===== src/rtl/avalon_st_dsp_path.sv =====
// Avalon-ST processing path. Each packet is routed either straight to the
// output FIFO (bypass) or through an external fixed-latency DSP core
// (processed). The mode is latched at packet start, and it only changes once
// the core has drained. Credit-based sink backpressure guarantees that core
// results always find room in the output FIFO, so the core never stalls.
module avalon_st_dsp_path #(
    parameter int DATA_W       = 16,
    parameter int FIFO_DEPTH   = 8,
    parameter int PROC_LATENCY = 4,
    parameter int SWAP_BYTES   = 1
) (
    input  logic              clk,
    input  logic              rst_n,
    input  logic              cfg_enable,
    input  logic              status_clear,
    input  logic [DATA_W-1:0] snk_data,
    input  logic              snk_valid,
    input  logic              snk_sop,
    input  logic              snk_eop,
    output logic              snk_ready,
    output logic [DATA_W-1:0] src_data,
    output logic              src_valid,
    output logic              src_sop,
    output logic              src_eop,
    input  logic              src_ready,
    output logic [DATA_W-1:0] proc_data,
    output logic              proc_valid,
    input  logic [DATA_W-1:0] proc_result,
    input  logic              proc_result_valid,
    output logic              active_mode,
    output logic [15:0]       pkt_count,
    output logic              err_framing,
    output logic              err_latency
);

    localparam int AW = $clog2(FIFO_DEPTH);
    localparam int CW = AW + 1;
    localparam int NB = DATA_W / 8;
    localparam logic [CW:0] LP_DEPTH = (CW+1)'(FIFO_DEPTH);

    typedef enum logic {ST_IDLE, ST_IN_PKT} state_t;

    // Reverse byte order when swapping is enabled; identity otherwise.
    function automatic logic [DATA_W-1:0] f_swap(input logic [DATA_W-1:0] d);
        logic [DATA_W-1:0] r;
        r = d;
        if (SWAP_BYTES != 0) begin
            for (int i = 0; i < NB; i++) r[8*i +: 8] = d[8*(NB-1-i) +: 8];
        end
        return r;
    endfunction

    state_t              r_state, w_state_next;
    logic                r_active_mode;
    logic [CW-1:0]       r_inflight, r_fifo_count;
    logic [AW-1:0]       r_wr_ptr, r_rd_ptr;
    logic [DATA_W+1:0]   r_mem [FIFO_DEPTH];  // {sop, eop, data}
    logic                r_proc_valid, r_proc_sop, r_proc_eop;
    logic [DATA_W-1:0]   r_proc_data;
    logic [PROC_LATENCY-1:0] r_dl_valid, r_dl_sop, r_dl_eop;
    logic [15:0]         r_pkt_count;
    logic                r_err_framing, r_err_latency;

    logic                w_drain_block, w_credit_ok, w_accept, w_beat_mode;
    logic                w_proc_issue, w_byp_wr, w_fifo_wr, w_pop, w_framing_err;
    logic                w_dl_valid, w_dl_sop, w_dl_eop;
    logic [CW:0]         w_occupancy;
    logic [DATA_W+1:0]   w_fifo_wdata, w_head;

    // Sink credit: everything buffered or still inside the core counts.
    assign w_occupancy   = {1'b0, r_fifo_count} + {1'b0, r_inflight};
    assign w_credit_ok   = w_occupancy < LP_DEPTH;
    assign w_drain_block = (r_state == ST_IDLE) && (cfg_enable != r_active_mode)
                           && (r_inflight != '0);
    assign snk_ready     = rst_n && !w_drain_block && w_credit_ok;
    assign w_accept      = snk_valid && snk_ready;

    assign w_dl_valid = r_dl_valid[PROC_LATENCY-1];
    assign w_dl_sop   = r_dl_sop[PROC_LATENCY-1];
    assign w_dl_eop   = r_dl_eop[PROC_LATENCY-1];

    // Framing next state, per-beat routing and framing-error detection.
    // NOTE: every always_comb output gets a default first so no path leaves it unassigned and infers a latch.
    always_comb begin
        w_state_next  = r_state;
        w_beat_mode   = cfg_enable;
        w_framing_err = 1'b0;
        if (r_state == ST_IN_PKT) w_beat_mode = r_active_mode;
        if (w_accept) begin
            if (r_state == ST_IDLE) begin
                if (snk_sop && !snk_eop) w_state_next = ST_IN_PKT;
                if (!snk_sop)            w_framing_err = 1'b1;
            end else begin
                if (snk_sop) w_framing_err = 1'b1;
                if (snk_eop) w_state_next  = ST_IDLE;
            end
        end
    end

    assign w_proc_issue = w_accept && w_beat_mode;
    assign w_byp_wr     = w_accept && !w_beat_mode;
    assign w_fifo_wr    = w_dl_valid || w_byp_wr;
    assign w_fifo_wdata = w_dl_valid ? {w_dl_sop, w_dl_eop, f_swap(proc_result)}
                                     : {snk_sop, snk_eop, snk_data};

    assign w_head    = r_mem[r_rd_ptr];
    assign src_valid = (r_fifo_count != '0);
    assign src_data  = w_head[DATA_W-1:0];
    assign src_eop   = w_head[DATA_W];
    assign src_sop   = w_head[DATA_W+1];
    assign w_pop     = src_valid && src_ready;

    // Framing state and the mode latched at packet start.
    // NOTE: sequential state uses non-blocking assignments so every register samples pre-edge values.
    always_ff @(posedge clk) begin
        if (!rst_n) begin
            r_state       <= ST_IDLE;
            r_active_mode <= 1'b0;
        end else begin
            r_state <= w_state_next;
            if (w_accept && (r_state == ST_IDLE) && snk_sop) r_active_mode <= cfg_enable;
        end
    end

    // Core issue register and the sop/eop/valid delay line matching core latency.
    always_ff @(posedge clk) begin
        if (!rst_n) begin
            r_proc_valid <= 1'b0;
            r_proc_data  <= '0;
            r_proc_sop   <= 1'b0;
            r_proc_eop   <= 1'b0;
            r_dl_valid   <= '0;
            r_dl_sop     <= '0;
            r_dl_eop     <= '0;
        end else begin
            r_proc_valid <= w_proc_issue;
            if (w_proc_issue) begin
                r_proc_data <= f_swap(snk_data);
                r_proc_sop  <= snk_sop;
                r_proc_eop  <= snk_eop;
            end
            for (int i = PROC_LATENCY - 1; i > 0; i--) begin
                r_dl_valid[i] <= r_dl_valid[i-1];
                r_dl_sop[i]   <= r_dl_sop[i-1];
                r_dl_eop[i]   <= r_dl_eop[i-1];
            end
            r_dl_valid[0] <= r_proc_valid;
            r_dl_sop[0]   <= r_proc_sop;
            r_dl_eop[0]   <= r_proc_eop;
        end
    end

    // FIFO pointers, occupancy and in-flight core beat count.
    always_ff @(posedge clk) begin
        if (!rst_n) begin
            r_wr_ptr     <= '0;
            r_rd_ptr     <= '0;
            r_fifo_count <= '0;
            r_inflight   <= '0;
        end else begin
            if (w_fifo_wr) r_wr_ptr <= r_wr_ptr + 1'b1;
            if (w_pop)     r_rd_ptr <= r_rd_ptr + 1'b1;
            r_fifo_count <= r_fifo_count + CW'(w_fifo_wr) - CW'(w_pop);
            r_inflight   <= r_inflight + CW'(w_proc_issue) - CW'(w_dl_valid);
        end
    end

    // FIFO storage; contents are don't-care until the count marks them valid.
    // NOTE: the memory array has no reset; only the pointers and count need one.
    always_ff @(posedge clk) begin
        if (w_fifo_wr) r_mem[r_wr_ptr] <= w_fifo_wdata;
    end

    // Packet counter and sticky error flags; clear wins over set/increment.
    always_ff @(posedge clk) begin
        if (!rst_n || status_clear) begin
            r_pkt_count   <= '0;
            r_err_framing <= 1'b0;
            r_err_latency <= 1'b0;
        end else begin
            if (w_pop && src_eop)                   r_pkt_count   <= r_pkt_count + 16'd1;
            if (w_framing_err)                      r_err_framing <= 1'b1;
            if (proc_result_valid != w_dl_valid)    r_err_latency <= 1'b1;
        end
    end

    assign proc_valid  = r_proc_valid;
    assign proc_data   = r_proc_data;
    assign active_mode = r_active_mode;
    assign pkt_count   = r_pkt_count;
    assign err_framing = r_err_framing;
    assign err_latency = r_err_latency;

endmodule


===== config.mk =====
export PLATFORM = sky130hd
export DESIGN_NAME = avalon_st_dsp_path
export DESIGN_NICKNAME = d
export VERILOG_FILES = /design/src/rtl/avalon_st_dsp_path.sv
export SDC_FILE = /design/constraint.sdc
export NUM_CORES = 1
export LEC_CHECK = 0
export ABC_AREA = 1
export CORE_MARGIN = 3
export CORE_UTILIZATION = 25
export DETAILED_ROUTE_END_ITERATION = 7
export MAX_ROUTING_LAYER = met4
export SLEW_MARGIN = 20
export SYNTH_ARGS = -nofsm -noshare
export SYNTH_HDL_FRONTEND = slang
export SYNTH_SLANG_ARGS = --single-unit
export TNS_END_PERCENT = 50

===== constraint.sdc =====
create_clock -name clk -period 3.6 [get_ports clk]
set_input_delay 0.72 -clock clk [delete_from_list [all_inputs] [get_ports clk]]
set_output_delay 0.72 -clock clk [all_outputs]
set_load 0.02 [all_outputs]

== Yosys cells after proc, flatten, opt, wreduce, memory -nomap -nowiden ==
Memory sizes are Yosys's and may differ from the RTL's. A register that Yosys moved wholly into a read port is not among the register bits.
Cells that the tools add are included.

* Memories kept: 1
* Register bits: 65
* Output and inout port bits: 56
* Input port bits: 41
* RAM bits: 144
* Logic and storage cells: 62

* Mux-type cells: 13
* Add/sub/neg operators: 8
* $lt $le $gt $ge: 1
* Reduce and logical (&&, ||, !) cells: 20
* Bitwise logic cells: 1
* Equal/unequal tests: 2

{| class="wikitable"
|+ Memory list
! memory !! words !! width !! rd ports !! clocked after memory_dff !! wr ports !! line !! RTL
|-
| r_mem || 8 || 18 || 1 || 1 || 1 || 57 || <nowiki>logic [DATA_W+1:0] r_mem [FIFO_DEPTH];</nowiki>
|}

{| class="wikitable"
|+ Operators with widths
! kind !! count
|-
| 18-bit 2-to-1 mux || 1
|-
| 16-bit by 1-bit adder with 16-bit output (second input constant) || 1
|-
| 1-bit logical AND || 12
|-
| 1-bit 2-to-1 mux || 10
|-
| 4-bit by 1-bit adder with 4-bit output || 2
|-
| 4-bit nonzero test || 2
|-
| 4-bit by 1-bit subtractor with 4-bit output || 2
|-
| 3-bit by 1-bit adder with 3-bit output (second input constant) || 2
|-
| 3-bit 2-to-1 mux || 2
|-
| 4-bit by 4-bit adder with 5-bit output || 1
|-
| 5-bit by 4-bit < comparator with 1-bit output (second input constant) || 1
|-
| 1-bit logical NOT || 4
|-
| 1-bit logical OR || 2
|-
| 1-bit inequality test || 2
|-
| 1-bit NOT || 1
|}

== Logic depth before layout (Yosys ltp) ==
* Depth in word-level cells: 11
* Gate-level depth with buffers: 15
* Depth with buffers taken out: 14

== Worst setup path after synthesis ==
Ideal clock, no wire load.

* Path kind: input to register
* From: in rst_n
* To: mem r_mem[0][0] in the netlist's numbering (enable)
* Arrival: 2.340 ns
* Slack: 0.868 ns
* Data required time: 3.208 ns
* Stages: 7
* Buffers on the path: 1
* Library setup time: 0.392 ns
* Cell sequence: buf_2 nand4_1 a21oi_1 nand4_2 nand2_1 nand2_1 nor2_1

* Longest elaborated chain between the ends: 7

{| class="wikitable"
|+ RTL lines
! item !! line !! RTL
|-
| from (decl) || 13 || <nowiki>input logic rst_n,</nowiki>
|-
| 1-bit logical AND (2 in a row) || 75 || <nowiki>assign snk_ready = rst_n && !w_drain_block && w_credit_ok;</nowiki>
|-
| 1-bit logical AND || 76 || <nowiki>assign w_accept = snk_valid && snk_ready;</nowiki>
|-
| 1-bit logical AND || 101 || <nowiki>assign w_byp_wr = w_accept && !w_beat_mode;</nowiki>
|-
| 1-bit logical OR || 102 || <nowiki>assign w_fifo_wr = w_dl_valid || w_byp_wr;</nowiki>
|-
| 1-bit 2-to-1 mux || 171 || <nowiki>if (w_fifo_wr) r_mem[r_wr_ptr] <= w_fifo_wdata;</nowiki>
|-
| 1-bit 2-to-1 mux (implied by the code) || 171 ||
|-
| to (decl) || 57 ||
|}

No other way between the ends.

==> run_results.csv <==
group,metric,value,unit
outcome,status,"finished, final reports clean",
pwr,cellLeakagePower,4.119,nW
pwr,power.share.clock,0.313,
finish,numnets_final,1045,
finish,design_area,0.01108,mm2
clocking,post-cts-setup-buffer-count,0,
pwr,combinationalPowerShare,0.268,
pwr,power_report.internal_total,0.004592,W
logic_synthesis,synth_fp_nets,943,
critical_path,timing.reg2reg.worst_path_depth,13,
placed_design,placed_cells_incl_taps,1417,
sta,clock_period_minus_final_worst_setup_slack,3.372,ns
critical_path,crit_fanout,21,
critical_path,critical_path.cell_chain,"inv_2, buf_4, o21ai_0, o22ai_1, nand2_1, nand2_1, clkdlybuf4s50_1",
placed_design,number_of_input_and_output_port_buffers_inserted,96,
finish,ff_latch_area,0.005687,mm2
floorplan,chipHeight,195.0,um
sta,worst_slew_margin_rel,0.4479,
global_routing,number_of_antenna_violations_at_the_first_check_in_global_routing,0,
floorplan,full_die_area,0.03802,mm2
pwr,peakVddDrop,0.0002845,V
hold_path,worst_hold_path_type,"register to register",
finish,antenna_cells,0,
clocking,tritoncts.num_buffers,22,
placed_design,placed_cell_area,0.01042,mm2
critical_path,path_class,"register to output port",
logic_synthesis,synth_seq_area_share,0.6367,
clocking,tritoncts_num_sinks,212,
placed_design,dp_hpwl,14470,um
placed_design,place_congestion,0.8081,
job,max_cap_violations,0,
sta,post-route-period-util,0.9366,
pwr,sequentialPowerShare,0.419,
sta,max_slew.worst_pin.slew,0.8195,ns
pwr,power,0.006682,W
logic_synthesis,synthCells,884,
global_routing,grt_pass1_wl,34210,um
logic_synthesis,yosys_warnings,0,
critical_path,critical_path.max_stage_delay,0.67,ns
global_routing,global_route.overflow_total,0,
clocking,cts.path.max_buffers,3,
finish,nFillCells,3573,
logic_synthesis,avgSynthCellArea,10.10,um2
clocking,clk_latency,0.50,ns
pwr,power_switching,0.002090,W
pwr,switching_share,0.3128,
sta,clock.fmax,296.6,MHz
floorplan,die_w,195.0,um
critical_path,worst_path_max_delay_cell,"sky130_fd_sc_hd__clkdlybuf4s50_1",
finish,final_cells,1455,
clocking,htree_levels,1,
critical_path,worst_setup_path_start_kind,"register",
sta,skew,0.01733,ns
drt,vias_per_cell,4.366,
global_routing,grt_pass1_vias,6139,
logic_synthesis,ys_types,38,
critical_path,worst-endpoint-required,2.88,ns
floorplan,initial_utilization,0.2560,
drt,drt_iter0_markers,446,
critical_path,timing.critical_path.mode_cell,"sky130_fd_sc_hd__nand2_1",
finish,multi_input_area,0.002818,mm2
finish,drive_gt1_frac,0.09300,
finish,synthToLayoutAreaGrowth,24.11,%
clocking,clock_tree.root_cell,"sky130_fd_sc_hd__clkbuf_16",
drt,wl_per_cell,14.86,um
hold_path,worstHoldPathCells,2,
sta,rsz0062_at_grt,"no",
sta,finalMaxSlewViolations,0,
drt,route.final.wire_length,21620,um
floorplan,fp-row-count,68,
clocking,clock_tree_from_tritoncts,"built",
sta,finalSetupViolations,0,
drt,drtAntennaViolNets,0,
clocking,holdBufCountCts,0,
pwr,powerDensity,602.9,mW/mm2
drt,num_vias,6353,
sta,finalHoldViolations,0,
logic_synthesis,synth.cell_area,0.008930,mm2
sta,final.setup.tns,0,ns
floorplan,ioPinCount,97,
floorplan,placeableCoreArea,0.03488,mm2
global_routing,grt_max_degree,73,
logic_synthesis,synth.ff_latch_count,212,
drt,drt_first_pass_iters,5,
drt,drc,0,
clocking,postCtsResizedCells,0,
critical_path,crit_arrival,2.65,ns
global_routing,global_route.usage.total,0.1129,
critical_path,worst_setup_path_end_kind,"output port",
clocking,path_clk_slew,0.06,ns
worst max-delay path, delay by kind of cell, from the launching register on:
family | cells | cell delay, ns
flip-flops | 1 | 0.33
AND/OR/NAND/NOR | 2 | 0.21
buffers and inverters | 3 | 1.30
AO/OA/AOI/OAI | 2 | 0.33
cells in the final DEF (no fill, tap or decap), drive strengths merged:
cell	Yosys	routed
inv	58	58
edfxtp	144	144
nor3b	1	1
nand3	17	17
bufinv	0	1
clkinv	0	9
ha	16	16
clkinvlp	0	1
dfxtp	68	68
o21ai	97	97
o21a	1	1
nor2	144	144
clkbuf	24	27
clkdlybuf4s50	0	96
a21oi	28	28
nand2	207	207
nor3	3	3
nand4	7	7
a21o	2	2
xor2	11	11
o22ai	34	34
fa	2	2
xnor2	3	3
buf	13	22
or2	1	1
metal layers:
| layer | global-route usage | share of wire |
|---|---|---|
| met1 | 0.1586 | 0.48 |
| met4 | 0.02641 | 0.016 |
| met5 | - | 0 |
| met2 | 0.1742 | 0.45 |
| met3 | 0.01587 | 0.047 |
cells by family (layout without fill, tap and decap cells):
group	count (synthesis)	after routing	share of synthesized area
buffers and inverters	98	214	0.04778
and+or+nand+nor	380	380	0.1735
xor gates and xnor gates	14	14	0.01373
adders and majority gates	18	18	0.02690
DFF	212	212	0.6367
AOI/OAI and AO/OA	162	162	0.1014
final cells by class:
| cell class | instances | area share |
|---|---|---|
| multi-input combinational | 574 | 0.2542 |
| inverter | 58 | 0.01987 |
| sequential | 212 | 0.5131 |
| clock inverter | 11 | 0.008467 |
| clock buffer | 27 | 0.05137 |
| timing repair buffer | 118 | 0.1016 |
| tap | 455 | 0.05137 |
final timing paths:
kind / from / to / slack (ns)
worst min register to register: r_dl_eop[0] / r_dl_eop[1] / 0.41
worst min-delay path: r_dl_eop[0] / r_dl_eop[1] / 0.41
worst max-delay path: register / src_data[12] / 0.23
worst max register to register: r_fifo_count[1] / r_inflight[2] / 0.91
state kept, by name, summed over array words and instances, names as in the netlist, 3 cells and up, named ones only:
name / count
pkt_count: 16
proc_data: 16
r_dl_eop: 4
r_dl_sop: 4
r_dl_valid: 4
r_fifo_count: 4
r_inflight: 4
r_mem: 144
r_rd_ptr: 3
r_wr_ptr: 3
per-stage QoR:
stage	setup WS, ns	util	hold slack [ns]
2_1_floorplan	0.8680	-	0.3905
3_3_place_gp	0.4130	0.2987	0.3948
3_5_place_dp	0.3391	0.2987	0.4003
4_1_cts	0.2113	0.3177	0.4144
5_1_grt	0.09285	0.3177	0.4279
6_report	0.2281	0.3177	0.4119
Yosys cell counts, drive strengths merged:
master,instances,area share
dfxtp,68,0.15
clkbuf,24,0.010
o22ai,34,0.024
xnor2,3,0.0029
a21oi,28,0.020
inv,58,0.025
or2,1,0.00070
edfxtp,144,0.48
nor3,3,0.0022
nor2,144,0.062
ha,16,0.022
nor3b,1,0.0014
nand2,207,0.091
a21o,2,0.0017
fa,2,0.0045
o21ai,97,0.055
dlygate4sd1,3,0.0029
o21a,1,0.00084
nand3,17,0.010
buf,13,0.010
nand4,7,0.0056
xor2,11,0.011
power groups by stage:
stage	Combinational, W	Sequential, W	Clock [W]
3_3_place_gp	0.00179	0.00285	0
2_1_floorplan	0.00112	0.00287	0
4_1_cts	0.00182	0.00280	0.00215
6_report	0.00179	0.00280	0.00209
3_5_place_dp	0.00182	0.00285	0
5_1_grt	0.00200	0.00281	0.00225
(Power assumes the default switching activity.)
